--- src/rtl/ttt_turn_scheduler_if.sv ---
// Signal bundle between the tic-tac-toe turn scheduler, its move sources and the board datapath.
interface ttt_turn_scheduler_if;
    logic       start;
    logic       pl_req;
    logic [3:0] pl_pos;
    logic       pc_req;
    logic [3:0] pc_pos;
    logic [8:0] board_occ;
    logic       win;
    logic       no_space;
    logic [8:0] wr_pl_en;
    logic [8:0] wr_pc_en;
    logic       clear_board;
    logic       pl_ack;
    logic       pc_ack;
    logic       pl_nack;
    logic       pc_nack;
    logic [1:0] turn;
    logic [3:0] move_count;
    logic       game_over;
    logic [1:0] result;
    logic       timeout;

    modport slave (
        input  start, pl_req, pl_pos, pc_req, pc_pos, board_occ, win, no_space,
        output wr_pl_en, wr_pc_en, clear_board, pl_ack, pc_ack, pl_nack, pc_nack,
               turn, move_count, game_over, result, timeout
    );

    modport master (
        output start, pl_req, pl_pos, pc_req, pc_pos, board_occ, win, no_space,
        input  wr_pl_en, wr_pc_en, clear_board, pl_ack, pc_ack, pl_nack, pc_nack,
               turn, move_count, game_over, result, timeout
    );
endinterface

--- src/rtl/ttt_turn_scheduler.sv ---
// Tic-tac-toe game sequencer: turn alternation, move legality, board write enables,
// result detection and computer-move forfeit timer. All outputs are registered.
module ttt_turn_scheduler #(
    parameter logic        PC_FIRST       = 1'b0,
    parameter int unsigned TIMEOUT_CYCLES = 255
) (
    input  logic                 clock,
    input  logic                 reset,
    ttt_turn_scheduler_if.slave  bus
);
    typedef enum logic [2:0] {
        S_IDLE    = 3'd0,
        S_CLEAR   = 3'd1,
        S_PL_TURN = 3'd2,
        S_PC_TURN = 3'd3,
        S_WRITE   = 3'd4,
        S_CHECK   = 3'd5,
        S_DONE    = 3'd6
    } state_e;

    localparam logic [7:0] TMO_LAST = 8'(TIMEOUT_CYCLES - 1);

    function automatic logic pos_legal(input logic [3:0] pos, input logic [8:0] occ);
        if ((pos >= 4'd1) && (pos <= 4'd9)) begin
            return ~occ[pos - 4'd1];
        end else begin
            return 1'b0;
        end
    endfunction

    function automatic logic [8:0] pos_onehot(input logic [3:0] pos);
        return 9'd1 << (pos - 4'd1);
    endfunction

    state_e     state_q, state_d;
    logic [3:0] move_count_q, move_count_d;
    logic [1:0] result_q, result_d;
    logic [1:0] last_mover_q, last_mover_d;
    logic [7:0] tmo_cnt_q, tmo_cnt_d;
    logic [8:0] wr_pl_en_q, wr_pl_en_d;
    logic [8:0] wr_pc_en_q, wr_pc_en_d;
    logic       clear_board_q, clear_board_d;
    logic       pl_ack_q, pl_ack_d;
    logic       pc_ack_q, pc_ack_d;
    logic       pl_nack_q, pl_nack_d;
    logic       pc_nack_q, pc_nack_d;
    logic [1:0] turn_q, turn_d;
    logic       game_over_q, game_over_d;
    logic       timeout_q, timeout_d;

    // Next-state and registered-output decode.
    always_comb begin
        state_d       = state_q;
        move_count_d  = move_count_q;
        result_d      = result_q;
        last_mover_d  = last_mover_q;
        tmo_cnt_d     = tmo_cnt_q;
        wr_pl_en_d    = 9'd0;
        wr_pc_en_d    = 9'd0;
        clear_board_d = 1'b0;
        pl_ack_d      = 1'b0;
        pc_ack_d      = 1'b0;
        pl_nack_d     = 1'b0;
        pc_nack_d     = 1'b0;
        timeout_d     = 1'b0;

        case (state_q)
            S_IDLE, S_DONE: begin
                if (bus.start) begin
                    state_d       = S_CLEAR;
                    clear_board_d = 1'b1;
                    move_count_d  = 4'd0;
                    result_d      = 2'b00;
                end else begin
                    state_d = state_q;
                end
            end
            S_CLEAR: begin
                tmo_cnt_d = 8'd0;
                state_d   = PC_FIRST ? S_PC_TURN : S_PL_TURN;
            end
            S_PL_TURN: begin
                pc_nack_d = bus.pc_req;
                if (bus.pl_req && pos_legal(bus.pl_pos, bus.board_occ)) begin
                    wr_pl_en_d   = pos_onehot(bus.pl_pos);
                    pl_ack_d     = 1'b1;
                    move_count_d = move_count_q + 4'd1;
                    last_mover_d = 2'b01;
                    state_d      = S_WRITE;
                end else begin
                    pl_nack_d = bus.pl_req;
                end
            end
            S_PC_TURN: begin
                pl_nack_d = bus.pl_req;
                if (bus.pc_req && pos_legal(bus.pc_pos, bus.board_occ)) begin
                    wr_pc_en_d   = pos_onehot(bus.pc_pos);
                    pc_ack_d     = 1'b1;
                    move_count_d = move_count_q + 4'd1;
                    last_mover_d = 2'b10;
                    state_d      = S_WRITE;
                end else begin
                    pc_nack_d = bus.pc_req;
                    // A computer that cannot produce a legal move in time forfeits.
                    if (tmo_cnt_q == TMO_LAST) begin
                        timeout_d = 1'b1;
                        result_d  = 2'b01;
                        state_d   = S_DONE;
                    end else begin
                        tmo_cnt_d = tmo_cnt_q + 8'd1;
                    end
                end
            end
            S_WRITE: begin
                state_d = S_CHECK;
            end
            S_CHECK: begin
                if (bus.win) begin
                    result_d = last_mover_q;
                    state_d  = S_DONE;
                end else if (bus.no_space || (move_count_q == 4'd9)) begin
                    result_d = 2'b11;
                    state_d  = S_DONE;
                end else begin
                    tmo_cnt_d = 8'd0;
                    state_d   = (last_mover_q == 2'b01) ? S_PC_TURN : S_PL_TURN;
                end
            end
            default: begin
                state_d = S_IDLE;
            end
        endcase

        case (state_d)
            S_PL_TURN: turn_d = 2'b01;
            S_PC_TURN: turn_d = 2'b10;
            default:   turn_d = 2'b00;
        endcase
        game_over_d = (state_d == S_DONE);
    end

    // State and output registers.
    always_ff @(posedge clock or posedge reset) begin
        if (reset) begin
            state_q       <= S_IDLE;
            move_count_q  <= 4'd0;
            result_q      <= 2'b00;
            last_mover_q  <= 2'b00;
            tmo_cnt_q     <= 8'd0;
            wr_pl_en_q    <= 9'd0;
            wr_pc_en_q    <= 9'd0;
            clear_board_q <= 1'b0;
            pl_ack_q      <= 1'b0;
            pc_ack_q      <= 1'b0;
            pl_nack_q     <= 1'b0;
            pc_nack_q     <= 1'b0;
            turn_q        <= 2'b00;
            game_over_q   <= 1'b0;
            timeout_q     <= 1'b0;
        end else begin
            state_q       <= state_d;
            move_count_q  <= move_count_d;
            result_q      <= result_d;
            last_mover_q  <= last_mover_d;
            tmo_cnt_q     <= tmo_cnt_d;
            wr_pl_en_q    <= wr_pl_en_d;
            wr_pc_en_q    <= wr_pc_en_d;
            clear_board_q <= clear_board_d;
            pl_ack_q      <= pl_ack_d;
            pc_ack_q      <= pc_ack_d;
            pl_nack_q     <= pl_nack_d;
            pc_nack_q     <= pc_nack_d;
            turn_q        <= turn_d;
            game_over_q   <= game_over_d;
            timeout_q     <= timeout_d;
        end
    end

    assign bus.wr_pl_en    = wr_pl_en_q;
    assign bus.wr_pc_en    = wr_pc_en_q;
    assign bus.clear_board = clear_board_q;
    assign bus.pl_ack      = pl_ack_q;
    assign bus.pc_ack      = pc_ack_q;
    assign bus.pl_nack     = pl_nack_q;
    assign bus.pc_nack     = pc_nack_q;
    assign bus.turn        = turn_q;
    assign bus.move_count  = move_count_q;
    assign bus.game_over   = game_over_q;
    assign bus.result      = result_q;
    assign bus.timeout     = timeout_q;
endmodule

--- src/flat_wrapper.sv ---
// flat-port wrapper written by rule: the top's interface ports become plain ports
module ttt_turn_scheduler_flat 
#(
    parameter logic        PC_FIRST       = 1'b0,
    parameter int unsigned TIMEOUT_CYCLES = 255
)
  (clock, reset, bus_start, bus_pl_req, bus_pl_pos, bus_pc_req, bus_pc_pos, bus_board_occ, bus_win, bus_no_space, bus_wr_pl_en, bus_wr_pc_en, bus_clear_board, bus_pl_ack, bus_pc_ack, bus_pl_nack, bus_pc_nack, bus_turn, bus_move_count, bus_game_over, bus_result, bus_timeout);
  ttt_turn_scheduler_if bus_i ();
  input  logic clock;
  input  logic reset;
  input wire logic [$bits(bus_i.start)-1:0] bus_start;
  input wire logic [$bits(bus_i.pl_req)-1:0] bus_pl_req;
  input wire logic [$bits(bus_i.pl_pos)-1:0] bus_pl_pos;
  input wire logic [$bits(bus_i.pc_req)-1:0] bus_pc_req;
  input wire logic [$bits(bus_i.pc_pos)-1:0] bus_pc_pos;
  input wire logic [$bits(bus_i.board_occ)-1:0] bus_board_occ;
  input wire logic [$bits(bus_i.win)-1:0] bus_win;
  input wire logic [$bits(bus_i.no_space)-1:0] bus_no_space;
  output wire logic [$bits(bus_i.wr_pl_en)-1:0] bus_wr_pl_en;
  output wire logic [$bits(bus_i.wr_pc_en)-1:0] bus_wr_pc_en;
  output wire logic [$bits(bus_i.clear_board)-1:0] bus_clear_board;
  output wire logic [$bits(bus_i.pl_ack)-1:0] bus_pl_ack;
  output wire logic [$bits(bus_i.pc_ack)-1:0] bus_pc_ack;
  output wire logic [$bits(bus_i.pl_nack)-1:0] bus_pl_nack;
  output wire logic [$bits(bus_i.pc_nack)-1:0] bus_pc_nack;
  output wire logic [$bits(bus_i.turn)-1:0] bus_turn;
  output wire logic [$bits(bus_i.move_count)-1:0] bus_move_count;
  output wire logic [$bits(bus_i.game_over)-1:0] bus_game_over;
  output wire logic [$bits(bus_i.result)-1:0] bus_result;
  output wire logic [$bits(bus_i.timeout)-1:0] bus_timeout;
  assign bus_i.start = bus_start;
  assign bus_i.pl_req = bus_pl_req;
  assign bus_i.pl_pos = bus_pl_pos;
  assign bus_i.pc_req = bus_pc_req;
  assign bus_i.pc_pos = bus_pc_pos;
  assign bus_i.board_occ = bus_board_occ;
  assign bus_i.win = bus_win;
  assign bus_i.no_space = bus_no_space;
  assign bus_wr_pl_en = bus_i.wr_pl_en;
  assign bus_wr_pc_en = bus_i.wr_pc_en;
  assign bus_clear_board = bus_i.clear_board;
  assign bus_pl_ack = bus_i.pl_ack;
  assign bus_pc_ack = bus_i.pc_ack;
  assign bus_pl_nack = bus_i.pl_nack;
  assign bus_pc_nack = bus_i.pc_nack;
  assign bus_turn = bus_i.turn;
  assign bus_move_count = bus_i.move_count;
  assign bus_game_over = bus_i.game_over;
  assign bus_result = bus_i.result;
  assign bus_timeout = bus_i.timeout;
  ttt_turn_scheduler #(.PC_FIRST(PC_FIRST), .TIMEOUT_CYCLES(TIMEOUT_CYCLES)) u_core (.clock(clock), .reset(reset), .bus(bus_i));
endmodule
--- config.mk ---
export PLATFORM = sky130hd
export DESIGN_NAME = ttt_turn_scheduler_flat
export DESIGN_NICKNAME = d
export VERILOG_FILES = /design/src/rtl/ttt_turn_scheduler_if.sv /design/src/rtl/ttt_turn_scheduler.sv /design/src/flat_wrapper.sv
export SDC_FILE = /design/constraint.sdc
export NUM_CORES = 1
export LEC_CHECK = 0
export CAP_MARGIN = 20
export CELL_PAD_IN_SITES_DETAIL_PLACEMENT = 1
export CELL_PAD_IN_SITES_GLOBAL_PLACEMENT = 2
export CORE_MARGIN = 3
export CORE_UTILIZATION = 34
export CTS_CLUSTER_DIAMETER = 40
export DETAILED_ROUTE_END_ITERATION = 10
export PLACE_DENSITY = 0.94
export SYNTH_ARGS = -nofsm -noshare
export SYNTH_HDL_FRONTEND = slang
export SYNTH_SLANG_ARGS = --single-unit
--- constraint.sdc ---
create_clock -name clock -period 5.3 [get_ports clock]
set_clock_uncertainty 0.15 [all_clocks]
set_input_delay 1.59 -clock clock [delete_from_list [all_inputs] [get_ports clock]]
set_output_delay 1.59 -clock clock [all_outputs]
set_load 0.02 [all_outputs]
==> results.sh <==
export IMPL_reg2reg_from="u_core.state_q[1]"
export IMPL_period_share_pct=81.7
export IMPL_pwr_share_seq_pct=42.2
export IMPL_hold_class="flip-flop to flip-flop"
export IMPL_insertion_delay_ns=0.29
export IMPL_pwr_share_clk_pct=18.1
export IMPL_worstSetupStartpointType="primary input"
export IMPL_hold_depth=1
export IMPL_antenna_left=0
export IMPL_globalplace_congestion=0.798
export IMPL_multiInputGateArea_um2=1320
export IMPL_r2r_slack_ns=2.81
export IMPL_required_ns=5.33
export IMPL_wire_per_inst_um=16.0
export IMPL_rows=31
export IMPL_slew_viol_final=0
export IMPL_startpoint="bus_pc_pos[0]"
export IMPL_rsz0062_at_grt="false"
export IMPL_drtIter0Drc=37
export IMPL_timing_fmax_mhz=231
export IMPL_hp_start="u_core.tmo_cnt_q[6]"
export IMPL_end_kind="flip-flop"
export IMPL_crit_path_max_incr_delay_ns=0.67
export IMPL_crit_path_max_fanout=9
export IMPL_worst_slew_pin_slew_ns=0.724
export IMPL_drc=0
export IMPL_final_cell_mix="56 x clkdlybuf4s50_1, 46 x dfrtp_1, 18 x inv_1"
export IMPL_area_delta_synth_final_pct=28.7
export IMPL_peakVddDrop_uv=192
export IMPL_io_buffers=56
export IMPL_fin_ws_ns=0.970
export IMPL_rr_endpoint="u_core.bus.result[1]"
export IMPL_ioPinCount=57
export IMPL_setup_violations=0
export IMPL_switching_share_pct=38.8
export IMPL_synth_top_area_cell="dfrtp_1"
export IMPL_first_pass_iters=4
export IMPL_utilization_pct=45.4
export IMPL_vias=2144
export IMPL_yosysWarnings=0
export IMPL_slew_headroom_pct=51.4
export IMPL_tns_ns=0
export IMPL_viasPerCell=5.19
export IMPL_leakagePower_nw=1.50
export IMPL_ys_seq_area_share_pct=44.5
export IMPL_synth_area_per_cell_um2=9.98
export IMPL_dieArea_um2=8690
export IMPL_cts_setup_buffers=0
export IMPL_clk_pin_slew_ns=0.08
export IMPL_crit_slowest_cell="clkdlybuf4s50_1"
export IMPL_syn_area_um2=2580
export IMPL_critical_path_class="primary input to flip-flop"
export IMPL_powerDensity_nw_per_um2=337
export IMPL_cts_tree="yes"
export IMPL_syn_num_nets=297
export IMPL_netlist_instances=259
export IMPL_cts_root_buf="clkbuf_8"
export IMPL_status="completed"
export IMPL_maxCapViolCount=0
export IMPL_crit_family="buffers and inverters"
export IMPL_grt_max_degree=47
export IMPL_ys_types=56
export IMPL_cp_cell_sequence="clkdlybuf4s50_1, inv_1, ha_1, mux2_1, o31a_1, a21oi_2, a211o_1, mux2_1"
export IMPL_fin_crit_ns=4.33
export IMPL_track_usage_pct=16.0
export IMPL_ys_ff_latch=46
export IMPL_detailedPlace_worstSlack_ns=0.663
export IMPL_final_area_um2=3330
export IMPL_wl_mm=6.61
export IMPL_crit_path_frequent_cell="mux2_1"
export IMPL_arrival_ns=4.36
export IMPL_layout_commonest_cell="clkdlybuf4s50_1"
export IMPL_core_area_um2=7330
export IMPL_grt_pass1_vias=2285
export IMPL_finalHoldViolCount=0
export IMPL_fillers=829
export IMPL_grt_overflow=0
export IMPL_die_w_um=93.2
export IMPL_power_frac_comb_pct=39.7
export IMPL_yosysTopAreaCellShare_pct=44.5
export IMPL_grt_antenna_before_repair=0
export IMPL_rr_worst_depth=6
export IMPL_grt_pass1_wl_mm=11.0
export IMPL_power_internal_mw=0.687
export IMPL_placed_area_um2=3230
export IMPL_register_area_um2=1150
export IMPL_path_buf_inv=2
export IMPL_nets=352
export IMPL_die_h_um=93.2
export IMPL_postCtsHoldBufs=0
export IMPL_ys_top_cells_by_area="dfrtp_1 45%, ha_1 6.8%, mux2i_1 3.1%"
export IMPL_clockBufferDepth=2
export IMPL_htreeDepth=2
export IMPL_cts_made_buffers=5
export IMPL_clock_sinks=46
export IMPL_post_dp_hpwl_mm=5.18
export IMPL_n_antenna_cell=0
export IMPL_whs_endpoint="u_core.tmo_cnt_q[6]"
export IMPL_cts_resized=0
export IMPL_start_util_pct=35.3
export IMPL_holdWs_ns=0.350
export IMPL_drive_gt1_share_pct=7.96
export IMPL_power_switching_mw=0.435
## cell usage after synthesis (all sizes together)
| cell type | count |
|---|---|
| xnor2 | 4 |
| xor2 | 3 |
| nor4b | 1 |
| and4 | 8 |
| ha | 14 |
| a41o | 1 |
| nor4 | 2 |
| o211ai | 4 |
| nand2b | 3 |
| or2 | 2 |
| a311oi | 1 |
| nand3b | 1 |
| mux2i | 8 |
| o21ai | 15 |
| and3 | 6 |
| nor2 | 8 |
| o22ai | 1 |
| buf | 7 |
| a311o | 1 |
| o31ai | 1 |
| nand3 | 16 |
| nand4 | 4 |
| and2 | 13 |
| o22a | 1 |
| a221oi | 1 |
| clkbuf | 3 |
| nor2b | 5 |
| a41oi | 1 |
| nand2 | 14 |
| or4 | 1 |
| mux2 | 4 |
| a21o | 1 |
| inv | 19 |
| a21oi | 15 |
| a31oi | 3 |
| and4b | 1 |
| a211o | 2 |
| a31o | 1 |
| o21bai | 1 |
| o31a | 1 |
| dfrtp | 46 |
| a22o | 2 |
| nor3 | 12 |
| a2bb2oi | 1 |
## power by group through the flow
| stage | registers [mW] | logic (mW) | clock network, mW |
|---|---|---|---|
| 2_1_floorplan | 0.482 | 0.280 | 0 |
| 3_3_place_gp | 0.481 | 0.436 | 0 |
| 3_5_place_dp | 0.481 | 0.447 | 0 |
| 4_1_cts | 0.475 | 0.449 | 0.211 |
| 5_1_grt | 0.483 | 0.494 | 0.224 |
| 6_report | 0.473 | 0.445 | 0.203 |
## metal layers
metal	global-route usage (%)	vias to the layer above	share of wire [%]
met5	0	-	0
met4	4.27	0	1.0
met3	2.98	4	2.7
met2	28.7	33	51
met1	19.6	1074	45
li1	-	1033	-
## per-stage QoR
stage / instances / total power [mW]
after floorplan: 259 / 0.762
after global placement: 405 / 0.916
after detailed placement: 405 / 0.928
after CTS: 412 / 1.13
after global routing: 413 / 1.20
final: 413 / 1.12
## flip-flops by register name (all words and copies together), names as in the netlist, 2 cells and up
register	flops
u_core.bus.wr_pl_en	9
u_core.bus.move_count	4
u_core.last_mover_q	2
u_core.bus.turn	2
u_core.bus.result	2
u_core.bus.wr_pc_en	9
u_core.state_q	3
u_core.tmo_cnt_q	8
## worst max-delay path by stage
stage | endpoint | slack [ns] | depth (start not counted)
finish | u_core.bus.result[1] | 0.97 | 8
global route | u_core.bus.result[1] | 0.72 | 9
CTS | u_core.bus.result[1] | 0.99 | 8
detailed placement | u_core.bus.result[1] | 0.66 | 8
global placement | u_core.bus.result[1] | 0.74 | 8
floorplan | u_core.bus.result[1] | 1.57 | 8
## final cells by class
cell class,count,share of cell area (%)
Inverter,19,2.14
Sequential cell,46,34.6
Tap cell,99,3.72
Clock buffer,7,2.29
Timing Repair Buffer,58,17.7
Multi-Input combinational cell,184,39.6
## kinds of logic after synthesis
family          synth area share [%]
compound gates                  14.5
flops                           44.5
simple gates                    22.1
mux                             4.84
xor+xnor                        2.66
fa+ha+maj                       6.78
buf+inv                         4.55
No activity file was read; power rests on OpenSTA's default activity.
